[src/rtl/vga_fb_arbiter_if.sv]
// CPU write channel into the framebuffer arbiter.
//   wr_req  : write request, held by the requester until acknowledged
//   wr_addr : framebuffer address of the write
//   wr_data : pixel value to write
//   wr_ack  : one-cycle pulse, request accepted into the write FIFO
//   wr_full : write FIFO full, requests are not accepted
// master = CPU side, slave = arbiter side.
interface vga_fb_arbiter_if #(
    parameter int unsigned ADDR_W = 19,
    parameter int unsigned DATA_W = 8
);
    logic              wr_req;
    logic [ADDR_W-1:0] wr_addr;
    logic [DATA_W-1:0] wr_data;
    logic              wr_ack;
    logic              wr_full;

    modport master (
        output wr_req,
        output wr_addr,
        output wr_data,
        input  wr_ack,
        input  wr_full
    );

    modport slave (
        input  wr_req,
        input  wr_addr,
        input  wr_data,
        output wr_ack,
        output wr_full
    );
endinterface

[src/rtl/vga_fb_arbiter.sv]
// Framebuffer arbiter: shares one single-port synchronous RAM between VGA scan-out
// reads and buffered CPU pixel writes. Each active pixel gets a read slot (RD) on
// the rising edge of the half-rate pixel clock; every other cycle is a write slot
// that drains the CPU write FIFO.
//
// Ports:
//   i_clk          system clock, 2x pixel rate
//   i_rst_n        asynchronous reset, active-low
//   i_vga_clk      half-rate pixel clock, a flop output in the i_clk domain
//   i_vga_blank_n  active-video flag
//   i_screen_pos_x current pixel column
//   i_screen_pos_y current pixel row
//   wr_if          CPU write channel (req/addr/data in, ack/full out)
//   o_mem_addr     RAM address
//   o_mem_wdata    RAM write data
//   o_mem_we       RAM write enable
//   i_mem_rdata    RAM read data, valid one cycle after the address
//   o_pixel        registered pixel to the DAC
//
// Display latency: the read address is issued in the cycle after pix_rise and
// o_pixel takes the RAM data two cycles after that, so the pixel on o_pixel
// always trails the sampled screen position by one pixel.
module vga_fb_arbiter #(
    parameter int unsigned H_RES      = 640,
    parameter int unsigned V_RES      = 480,
    parameter int unsigned ADDR_W     = 19,
    parameter int unsigned DATA_W     = 8,
    parameter int unsigned FIFO_DEPTH = 4
) (
    input  logic              i_clk,
    input  logic              i_rst_n,
    input  logic              i_vga_clk,
    input  logic              i_vga_blank_n,
    input  logic [9:0]        i_screen_pos_x,
    input  logic [9:0]        i_screen_pos_y,
    vga_fb_arbiter_if.slave   wr_if,
    output logic [ADDR_W-1:0] o_mem_addr,
    output logic [DATA_W-1:0] o_mem_wdata,
    output logic              o_mem_we,
    input  logic [DATA_W-1:0] i_mem_rdata,
    output logic [DATA_W-1:0] o_pixel
);

    localparam int unsigned PTR_W   = (FIFO_DEPTH > 1) ? $clog2(FIFO_DEPTH) : 1;
    localparam int unsigned CNT_W   = $clog2(FIFO_DEPTH) + 1;
    // Y*H_RES + X needs 10 + clog2(H_RES) bits plus one for the carry of the add.
    localparam int unsigned PROD_MIN = 11 + $clog2(H_RES);
    localparam int unsigned PROD_W   = (ADDR_W > PROD_MIN) ? ADDR_W : PROD_MIN;

    typedef enum logic [1:0] {
        StIdle,
        StRd,
        StCap
    } state_e;

    state_e            r_state;
    logic              r_vga_clk_q;
    logic [PTR_W-1:0]  r_wr_ptr;
    logic [PTR_W-1:0]  r_rd_ptr;
    logic [CNT_W-1:0]  r_count;
    logic              r_wr_full;
    logic              r_wr_ack;
    logic [ADDR_W-1:0] r_mem_addr;
    logic [DATA_W-1:0] r_mem_wdata;
    logic              r_mem_we;
    logic [DATA_W-1:0] r_pixel;

    logic [ADDR_W-1:0] r_fifo_addr [FIFO_DEPTH];
    logic [DATA_W-1:0] r_fifo_data [FIFO_DEPTH];

    logic              w_pix_rise;
    logic              w_active;
    logic              w_start_rd;
    logic              w_rd_next;
    logic              w_push;
    logic              w_pop;
    logic [CNT_W-1:0]  w_count_next;
    logic [PROD_W-1:0] w_disp_full;
    logic [ADDR_W-1:0] w_disp_addr;

    function automatic logic [PTR_W-1:0] ptr_inc(input logic [PTR_W-1:0] p);
        return (p == PTR_W'(FIFO_DEPTH - 1)) ? '0 : p + PTR_W'(1);
    endfunction

    always_comb begin
        w_pix_rise   = i_vga_clk & ~r_vga_clk_q;
        w_active     = i_vga_blank_n
                       & (32'(i_screen_pos_x) < H_RES)
                       & (32'(i_screen_pos_y) < V_RES);
        w_start_rd   = w_pix_rise & w_active;
        // The cycle after RD is always CAP, so a new read can only be scheduled
        // from IDLE or CAP.
        w_rd_next    = w_start_rd & (r_state != StRd);
        // Full is judged on the current count: a pop in the same cycle does not
        // make room for a push.
        w_push       = wr_if.wr_req & ~r_wr_full;
        w_pop        = (r_count != '0) & ~w_rd_next;
        w_count_next = r_count + CNT_W'(w_push) - CNT_W'(w_pop);
        w_disp_full  = PROD_W'(i_screen_pos_y) * PROD_W'(H_RES) + PROD_W'(i_screen_pos_x);
        w_disp_addr  = w_disp_full[ADDR_W-1:0];
    end

    // FIFO storage needs no reset: the pointers and count define what is valid.
    always_ff @(posedge i_clk) begin
        if (w_push) begin
            r_fifo_addr[r_wr_ptr] <= wr_if.wr_addr;
            r_fifo_data[r_wr_ptr] <= wr_if.wr_data;
        end
    end

    always_ff @(posedge i_clk or negedge i_rst_n) begin
        if (!i_rst_n) begin
            r_state     <= StIdle;
            r_vga_clk_q <= 1'b0;
            r_wr_ptr    <= '0;
            r_rd_ptr    <= '0;
            r_count     <= '0;
            r_wr_full   <= 1'b0;
            r_wr_ack    <= 1'b0;
            r_mem_addr  <= '0;
            r_mem_wdata <= '0;
            r_mem_we    <= 1'b0;
            r_pixel     <= '0;
        end else begin
            r_vga_clk_q <= i_vga_clk;
            r_wr_ack    <= w_push;
            r_count     <= w_count_next;
            r_wr_full   <= (w_count_next == CNT_W'(FIFO_DEPTH));
            if (w_push) begin
                r_wr_ptr <= ptr_inc(r_wr_ptr);
            end
            if (w_pop) begin
                r_rd_ptr <= ptr_inc(r_rd_ptr);
            end

            // RAM port: display read slot, else a write slot that drains the FIFO.
            // The address is left untouched in an idle write slot.
            if (w_rd_next) begin
                r_mem_we   <= 1'b0;
                r_mem_addr <= w_disp_addr;
            end else if (w_pop) begin
                r_mem_we    <= 1'b1;
                r_mem_addr  <= r_fifo_addr[r_rd_ptr];
                r_mem_wdata <= r_fifo_data[r_rd_ptr];
            end else begin
                r_mem_we <= 1'b0;
            end

            // Blank pixel on a pixel edge outside active video. A capture in the
            // same cycle is assigned later and wins, so the last active pixel is
            // still shown; the next blank edge clears it.
            if (w_pix_rise && !w_active) begin
                r_pixel <= '0;
            end

            unique case (r_state)
                StIdle: begin
                    if (w_start_rd) begin
                        r_state <= StRd;
                    end
                end
                StRd: begin
                    r_state <= StCap;
                end
                StCap: begin
                    r_pixel <= i_mem_rdata;
                    r_state <= w_start_rd ? StRd : StIdle;
                end
                default: begin
                    r_state <= StIdle;
                end
            endcase
        end
    end

    assign wr_if.wr_ack  = r_wr_ack;
    assign wr_if.wr_full = r_wr_full;
    assign o_mem_addr    = r_mem_addr;
    assign o_mem_wdata   = r_mem_wdata;
    assign o_mem_we      = r_mem_we;
    assign o_pixel       = r_pixel;

endmodule
[src/flat_wrapper.sv]
// flat-port wrapper written by rule: the top's interface ports become plain ports
module vga_fb_arbiter_flat 
#(
    parameter int unsigned H_RES      = 640,
    parameter int unsigned V_RES      = 480,
    parameter int unsigned ADDR_W     = 19,
    parameter int unsigned DATA_W     = 8,
    parameter int unsigned FIFO_DEPTH = 4
)
  (i_clk, i_rst_n, i_vga_clk, i_vga_blank_n, i_screen_pos_x, i_screen_pos_y, o_mem_addr, o_mem_wdata, o_mem_we, i_mem_rdata, o_pixel, wr_if_wr_req, wr_if_wr_addr, wr_if_wr_data, wr_if_wr_ack, wr_if_wr_full);
  vga_fb_arbiter_if #(.ADDR_W(ADDR_W), .DATA_W(DATA_W)) wr_if_i ();
  input  logic i_clk;
  input  logic i_rst_n;
  input  logic i_vga_clk;
  input  logic i_vga_blank_n;
  input  logic [9:0] i_screen_pos_x;
  input  logic [9:0] i_screen_pos_y;
  output logic [ADDR_W-1:0] o_mem_addr;
  output logic [DATA_W-1:0] o_mem_wdata;
  output logic o_mem_we;
  input  logic [DATA_W-1:0] i_mem_rdata;
  output logic [DATA_W-1:0] o_pixel;
  input wire logic [$bits(wr_if_i.wr_req)-1:0] wr_if_wr_req;
  input wire logic [$bits(wr_if_i.wr_addr)-1:0] wr_if_wr_addr;
  input wire logic [$bits(wr_if_i.wr_data)-1:0] wr_if_wr_data;
  output wire logic [$bits(wr_if_i.wr_ack)-1:0] wr_if_wr_ack;
  output wire logic [$bits(wr_if_i.wr_full)-1:0] wr_if_wr_full;
  assign wr_if_i.wr_req = wr_if_wr_req;
  assign wr_if_i.wr_addr = wr_if_wr_addr;
  assign wr_if_i.wr_data = wr_if_wr_data;
  assign wr_if_wr_ack = wr_if_i.wr_ack;
  assign wr_if_wr_full = wr_if_i.wr_full;
  vga_fb_arbiter #(.H_RES(H_RES), .V_RES(V_RES), .ADDR_W(ADDR_W), .DATA_W(DATA_W), .FIFO_DEPTH(FIFO_DEPTH)) u_core (.i_clk(i_clk), .i_rst_n(i_rst_n), .i_vga_clk(i_vga_clk), .i_vga_blank_n(i_vga_blank_n), .i_screen_pos_x(i_screen_pos_x), .i_screen_pos_y(i_screen_pos_y), .wr_if(wr_if_i), .o_mem_addr(o_mem_addr), .o_mem_wdata(o_mem_wdata), .o_mem_we(o_mem_we), .i_mem_rdata(i_mem_rdata), .o_pixel(o_pixel));
endmodule
[config.mk]
export PLATFORM = sky130hd
export DESIGN_NAME = vga_fb_arbiter_flat
export DESIGN_NICKNAME = d
export VERILOG_FILES = /design/src/rtl/vga_fb_arbiter_if.sv /design/src/rtl/vga_fb_arbiter.sv /design/src/flat_wrapper.sv
export SDC_FILE = /design/constraint.sdc
export NUM_CORES = 1
export LEC_CHECK = 0
export BUFFER_PORTS_ARGS = -buffer_cell sky130_fd_sc_hd__buf_4
export CORE_MARGIN = 3
export CORE_UTILIZATION = 56
export CTS_BUF_LIST = sky130_fd_sc_hd__clkbuf_4 sky130_fd_sc_hd__clkbuf_8 sky130_fd_sc_hd__clkbuf_16
export DETAILED_ROUTE_END_ITERATION = 16
export PLACE_DENSITY = 0.78
export SLEW_MARGIN = 20
export SYNTH_ARGS = -nofsm -noshare
export SYNTH_HDL_FRONTEND = slang
export SYNTH_SLANG_ARGS = --single-unit
export TNS_END_PERCENT = 20
[constraint.sdc]
create_clock -name i_clk -period 4.5 [get_ports i_clk]
set_clock_uncertainty 0.05 [all_clocks]
set_input_delay 0.45 -clock i_clk [delete_from_list [all_inputs] [get_ports i_clk]]
set_output_delay 0.45 -clock i_clk [all_outputs]
set_load 0.02 [all_outputs]
### Word level (Yosys, flattened, before mapping)

Memories as Yosys holds them, arrays and structs flattened. A register that Yosys moved wholly into a read port is not among the register bits.
Cells that the tools add are included.

| operators by class | value |
|---|---|
| eq/ne operators | 7 |
| reduce and logical (&&, ||, !) cells | 8 |
| $add $sub $neg | 5 |
| order comparisons | 2 |
| multiply operators | 1 |
| bitwise logic cells | 10 |
| multiplexer cells | 13 |

Operators by type and width:

| operator | number |
|---|---|
| $mux W19 | 2 |
| $add A19 B10 Y19 | 1 |
| $mux W8 | 2 |
| $mul A10 B3 Y12 const B | 1 |
| $lt A10 B10 Y1 const B | 1 |
| $lt A10 B9 Y1 const B | 1 |
| $and A1 B1 Y1 | 7 |
| $eq A2 B2 Y1 const B | 3 |
| $mux W2 | 3 |
| $pmux W2 S3 | 1 |
| $mux W1 | 5 |
| $add A2 B1 Y2 const B | 2 |
| $ne A2 B1 Y1 const B | 2 |
| $reduce_bool A2 Y1 | 2 |
| $add A3 B1 Y3 | 1 |
| $eq A3 B3 Y1 const B | 1 |
| $not A1 Y1 | 3 |
| $reduce_bool A3 Y1 | 1 |
| $sub A3 B1 Y3 | 1 |
| $eq A2 B1 Y1 const B | 1 |
| $logic_not A1 Y1 | 2 |
| $logic_not A2 Y1 | 1 |
| $reduce_and A2 Y1 | 1 |
| $logic_and A1 B1 Y1 | 1 |

| storage, ports and cells | value |
|---|---|
| RAM bits | 108 |
| register bits after elaboration | 40 |
| memories kept | 2 |

Memories:

| name | depth | bits a word | rd ports | clocked after Yosys merged registers in | wr ports | line | source |
|---|---|---|---|---|---|---|---|
| u_core.r_fifo_addr | 4 | 19 | 1 | 0 | 1 | vga_fb_arbiter.sv:68 | `logic [ADDR_W-1:0] r_fifo_addr [FIFO_DEPTH];` |
| u_core.r_fifo_data | 4 | 8 | 1 | 1 | 1 | vga_fb_arbiter.sv:69 | `logic [DATA_W-1:0] r_fifo_data [FIFO_DEPTH];` |

### Depth between registers and ports, before layout

| logic depth | value |
|---|---|
| depth in word-level cells | 9 |
| mapped depth | 14 |
| depth with buffers taken out | 12 |

### Worst setup path after synthesis

OpenSTA, ideal clock, no wires.

| timing | value |
|---|---|
| path kind | input-to-reg |
| start | input port i_screen_pos_x[7] |
| end | register u_core.r_wr_full (netlist: u_core.wr_if.wr_full) |
| arrival | 2.798 ns |
| setup time | 0.088 ns |
| setup slack | 1.564 ns |
| data required time | 4.362 ns |
| stages on the path | 14 |
| path buffers | 2 |
| cells stage by stage | o21ai_0 > nand4b_1 > or3b_1 > nor2_1 > buf_4 > nor2_1 > buf_6 > ha_1 > inv_1 > ha_1 > inv_1 > fa_1 > xnor2_1 > nor3b_1 |

| on the way | value |
|---|---|
| longest elaborated chain between the ends | 9 |

Ends and longest elaborated chain:

| what | line | source |
|---|---|---|
| from (decl) | flat_wrapper.sv:16 | `input logic [9:0] i_screen_pos_x;` |
| $lt A10 B10 Y1 | vga_fb_arbiter.sv:88 | `& (32'(i_screen_pos_x) < H_RES)` |
| $and A1 B1 Y1 | vga_fb_arbiter.sv:88 |  |
| $and A1 B1 Y1 | vga_fb_arbiter.sv:89 | `& (32'(i_screen_pos_y) < V_RES);` |
| $and A1 B1 Y1 | vga_fb_arbiter.sv:90 | `w_start_rd = w_pix_rise & w_active;` |
| $and A1 B1 Y1 | vga_fb_arbiter.sv:93 | `w_rd_next = w_start_rd & (r_state != StRd);` |
| $not A1 Y1 | vga_fb_arbiter.sv:97 | `w_pop = (r_count != '0) & ~w_rd_next;` |
| $and A1 B1 Y1 | vga_fb_arbiter.sv:97 |  |
| via u_core.w_pop | vga_fb_arbiter.sv:76 | `logic w_pop;` |
| $sub A3 B1 Y3 | vga_fb_arbiter.sv:98 | `w_count_next = r_count + CNT_W'(w_push) - CNT_W'(w_pop);` |
| via u_core.w_count_next[2] | vga_fb_arbiter.sv:77 | `logic [CNT_W-1:0] w_count_next;` |
| $eq A3 B3 Y1 | vga_fb_arbiter.sv:128 | `r_wr_full <= (w_count_next == CNT_W'(FIFO_DEPTH));` |
| to (signal assigned) | vga_fb_arbiter.sv:128 |  |
| to (decl) | vga_fb_arbiter.sv:61 | `logic r_wr_full;` |

The timed path passes the listed nets, and every way through them passes these cells.
A chain may end at the register's enable or synchronous reset.

### Worst setup path in the final report

| timing | value |
|---|---|
| start | register u_core.r_count[1] |
| end | register u_core.r_wr_full (netlist: u_core.wr_if.wr_full) |

| on the way | value |
|---|---|
| longest elaborated chain between the ends | 4 |
| elaborated cells on any way between the ends | 5 |
| those cells by class | 2 x add/sub; 1 x eq/ne; 1 x bitwise; 1 x reduce/logical |

Ends and longest elaborated chain:

| what | line | source |
|---|---|---|
| from (decl) | vga_fb_arbiter.sv:60 | `logic [CNT_W-1:0] r_count;` |
| from (signal assigned) | vga_fb_arbiter.sv:127 | `r_count <= w_count_next;` |
| branches (longest 2 deep; another with $add A3 B1 Y3) | n/a |  |
| $sub A3 B1 Y3 (*) | vga_fb_arbiter.sv:98 |  |
| via u_core.w_count_next[2] | vga_fb_arbiter.sv:77 |  |
| $eq A3 B3 Y1 (*) | vga_fb_arbiter.sv:128 |  |

Mark *: on every way through the listed nets, which the timed path passes.

==> qor.yml <==
floorplanning:
  dieHeight_um: 115
  top_level_ports: 98
  fp.coreArea_sq_um: 11600
  die_w_um: 115
  die_area_sq_um: 13300
  start_util_pct: 58.0
  row_count: 39
detailed_routing:
  via_per_inst: 5.74
  firstDrtPassIters: 4
  detail-route-antenna-nets: 0
  vias: 3840
  drtIter0Drc: 232
  drc: 0
  drt-total-wl_mm: 12.9
  routedWlPerCell_um: 19.3
sta:
  setup_viol: 0
  maxSlewViolCount: 0
  max_freq_mhz: 326
  rsz0062_at_grt: "false"
  worst_slew_pin_slew_ps: 999
  layout_min_cycle_time_ps: 3060
  post-route-period-util_pct: 68.1
  hold_viol: 0
  timing.hold.ws_ps: 16.7
  fin_tns_setup_ps: 0
  slew_headroom_pct: 33.1
worst_setup_path:
  crit_path_start: "u_core.r_count[1]"
  endpoint_kind: "flip-flop"
  rrSetupSlack_ps: 1440
  arrival_ps: 3340
  reg2reg_depth: 10
  critPathMaxFanout: 26
  crit_required_ps: 4780
  r2r_start: "u_core.r_count[1]"
  startpoint_type: "flip-flop"
  r2r-end: "u_core.wr_if.wr_full"
  critPathKind: "reg2reg"
  timing.critical_path.to: "u_core.wr_if.wr_full"
place:
  dp_hpwl_mm: 8.26
  place_congestion: 0.812
  io_buffer_count: 97
clock_tree:
  cts_setup_buffers: 0
  cts_resized: 0
  cts_sinks: 156
  clk_pin_slew_ps: 60
  clock_latency_ps: 420
  cts_tree: "built"
  postCtsHoldBufs: 0
  cts_buffers: 17
  cts_root_buffer: "clkbuf_16"
  h-tree-depth: 4
  clk_path_buf_depth: 2
power:
  leakage_nw: 3.19
  powerDensity_nw_per_um2: 620
  p_int_mw: 3.56
  sw_frac_of_total_pct: 30.0
  pwr-share-comb_pct: 30.0
  peakVddDrop_mv: 0.462
  p_sw_mw: 1.52
  p_clk_share_pct: 27.3
  power_frac_seq_pct: 42.7
global_route:
  grt_overflow: 0
  track_usage_pct: 20.8
  grt_max_degree: 49
  grt_pass1_wl_mm: 20.5
  grt_pass1_vias: 4040
  antenna_found_initial: 0
layout:
  drive_above_1_share_pct: 34.2
  fillers: 747
  multi_input_area_sq_um: 2140
  n_antenna_cell: 0
  nNetsFinal: 602
  layout_commonest_cell: "edfxtp_1"
  syn_to_final_growth_pct: 22.1
  seqCellArea_sq_um: 4450
  layout_common_cells: "edfxtp_1 (108), buf_4 (104), dfrtp_1 (47)"
run_status:
  status: "completed"
synthesis:
  synthMuxAreaShare_pct: 12.7
  synth_top_area_share_pct: 48.4
  synthXorXnorAreaFrac_pct: 1.94
  synth_top_family_by_area: "multiplexers"
  syn_area_sq_um: 6700
  synth_nets: 494
  yosysTopAreaCell: "edfxtp_1"
  synthAdderAreaFrac_pct: 5.75
  synthDistinctLibCells: 50
  synth_cells: 405
  synth-compound-area-share_pct: 6.25
  synthArstFlopShare_pct: 30.8
  synth-simple-area-share_pct: 5.19
  syn_area_per_cell_sq_um: 16.5
  ys_top_cells_by_area: "edfxtp_1 (48%), dfrtp_1 (18%), mux4_2 (9.1%)"
  ys.flop_type: "edfxtp_1"
  ys_seq_elements: 156
  ys_seq_area_share_pct: 66.3
  ys_warn_count: 0
  synth_edf_count: 108
hold_path:
  hp-class: "in2async"
flow_run:
  maxCapViolCount: 0
==> metal layers <==
layer | GRT usage [%] | part of all wire [%] | vias to the layer above
li1 | - | - | 1784
met1 | 26.1 | 42 | 1949
met2 | 35.1 | 52 | 97
met3 | 6.42 | 5.1 | 10
met4 | 6.26 | 0.97 | 0
met5 | 0 | 0 | -
==> cell type report <==
cell class              instances  share of cell area (%)
clock buffers                  24                    5.99
clock inverters                 8                    1.13
inverters                      14                   0.642
multi-input cells             220                    26.2
flip-flops and latches        156                    54.3
well taps                     143                    2.19
repair buffers                104                    9.54
==> metrics by stage <==
stage | std cells | worst slack (ps) | power, mW | instance area [sq um] | utilization [%]
detailed placement | 637 | 1090 | 3.73 | 7600 | 65.7
floorplan | 405 | 1560 | 3.18 | 6700 | -
global route | 669 | 1240 | 5.34 | 8180 | 70.7
global placement | 637 | 1260 | 3.67 | 7600 | 65.7
finish | 669 | 1440 | 5.08 | 8180 | 70.7
CTS | 669 | 1410 | 5.13 | 8180 | 70.7
==> power groups by stage <==
stage / clock network [mW] / logic, mW / registers [mW]
finish: 1.38 / 1.52 / 2.17
CTS: 1.41 / 1.55 / 2.18
floorplan: 0 / 0.956 / 2.22
global placement: 0 / 1.50 / 2.18
global route: 1.47 / 1.66 / 2.21
detailed placement: 0 / 1.54 / 2.20
==> cells by family (layout without fill, tap and decap cells) <==
group	after synthesis	in the layout
DFF	156	156
and+or+nand+nor	65	65
AOI/OAI and AO/OA	62	62
muxes	50	50
adders and majority gates	29	29
buffers and inverters	29	150
xor gates and xnor gates	14	14
==> critical path, stage by stage (launching register included) <==
cell     delay, ps
dfrtp_1        430
nor3_2          70
buf_4          250
nor2_1         800
ha_1           370
inv_1           50
ha_1           120
inv_1           50
fa_1           370
xnor2_1        200
nor3b_1        210
==> state kept, by name, indices dropped and copies added, names as in the netlist <==
register,cells
u_core.o_mem_addr,19
u_core.o_mem_wdata,8
u_core.o_mem_we,1
u_core.o_pixel,8
u_core.r_count,3
u_core.r_fifo_addr,76
u_core.r_fifo_data,32
u_core.r_rd_ptr,2
u_core.r_state,2
u_core.r_vga_clk_q,1
u_core.r_wr_ptr,2
u_core.wr_if.wr_ack,1
u_core.wr_if.wr_full,1
==> worst min path at each step <==
stage               slack (ps)  cells after the start               from                    to
finish                      20                      1            i_rst_n     u_core.o_pixel[6]
global route                50                      1            i_rst_n     u_core.o_pixel[6]
CTS                         20                      1            i_rst_n     u_core.o_pixel[5]
detailed placement         390                      1  u_core.r_state[1]     u_core.r_state[1]
global placement           380                      1  u_core.r_state[0]     u_core.r_state[0]
floorplan                  100                      0            i_rst_n  u_core.o_mem_addr[0]
==> cell usage after synthesis, types with 2 or more instances <==
library cell,number
edfxtp_1,108
dfrtp_1,48
mux4_2,27
ha_1,26
o21ai_0,20
nand2_1,19
inv_1,14
mux2i_1,13
nor2_1,11
nor2b_1,11
mux2_2,9
a211oi_1,8
a21oi_1,8
a22o_1,8
clkbuf_1,8
xnor2_1,8
and2_1,5
xor2_1,5
buf_2,4
fa_1,3
nand4_1,3
nor3b_1,3
a21o_1,2
a31oi_1,2
nand3_1,2
nor3_1,2
o211ai_1,2
o22ai_1,2
o311ai_0,2
or4_1,2
Power figures use the tool's default switching activity.
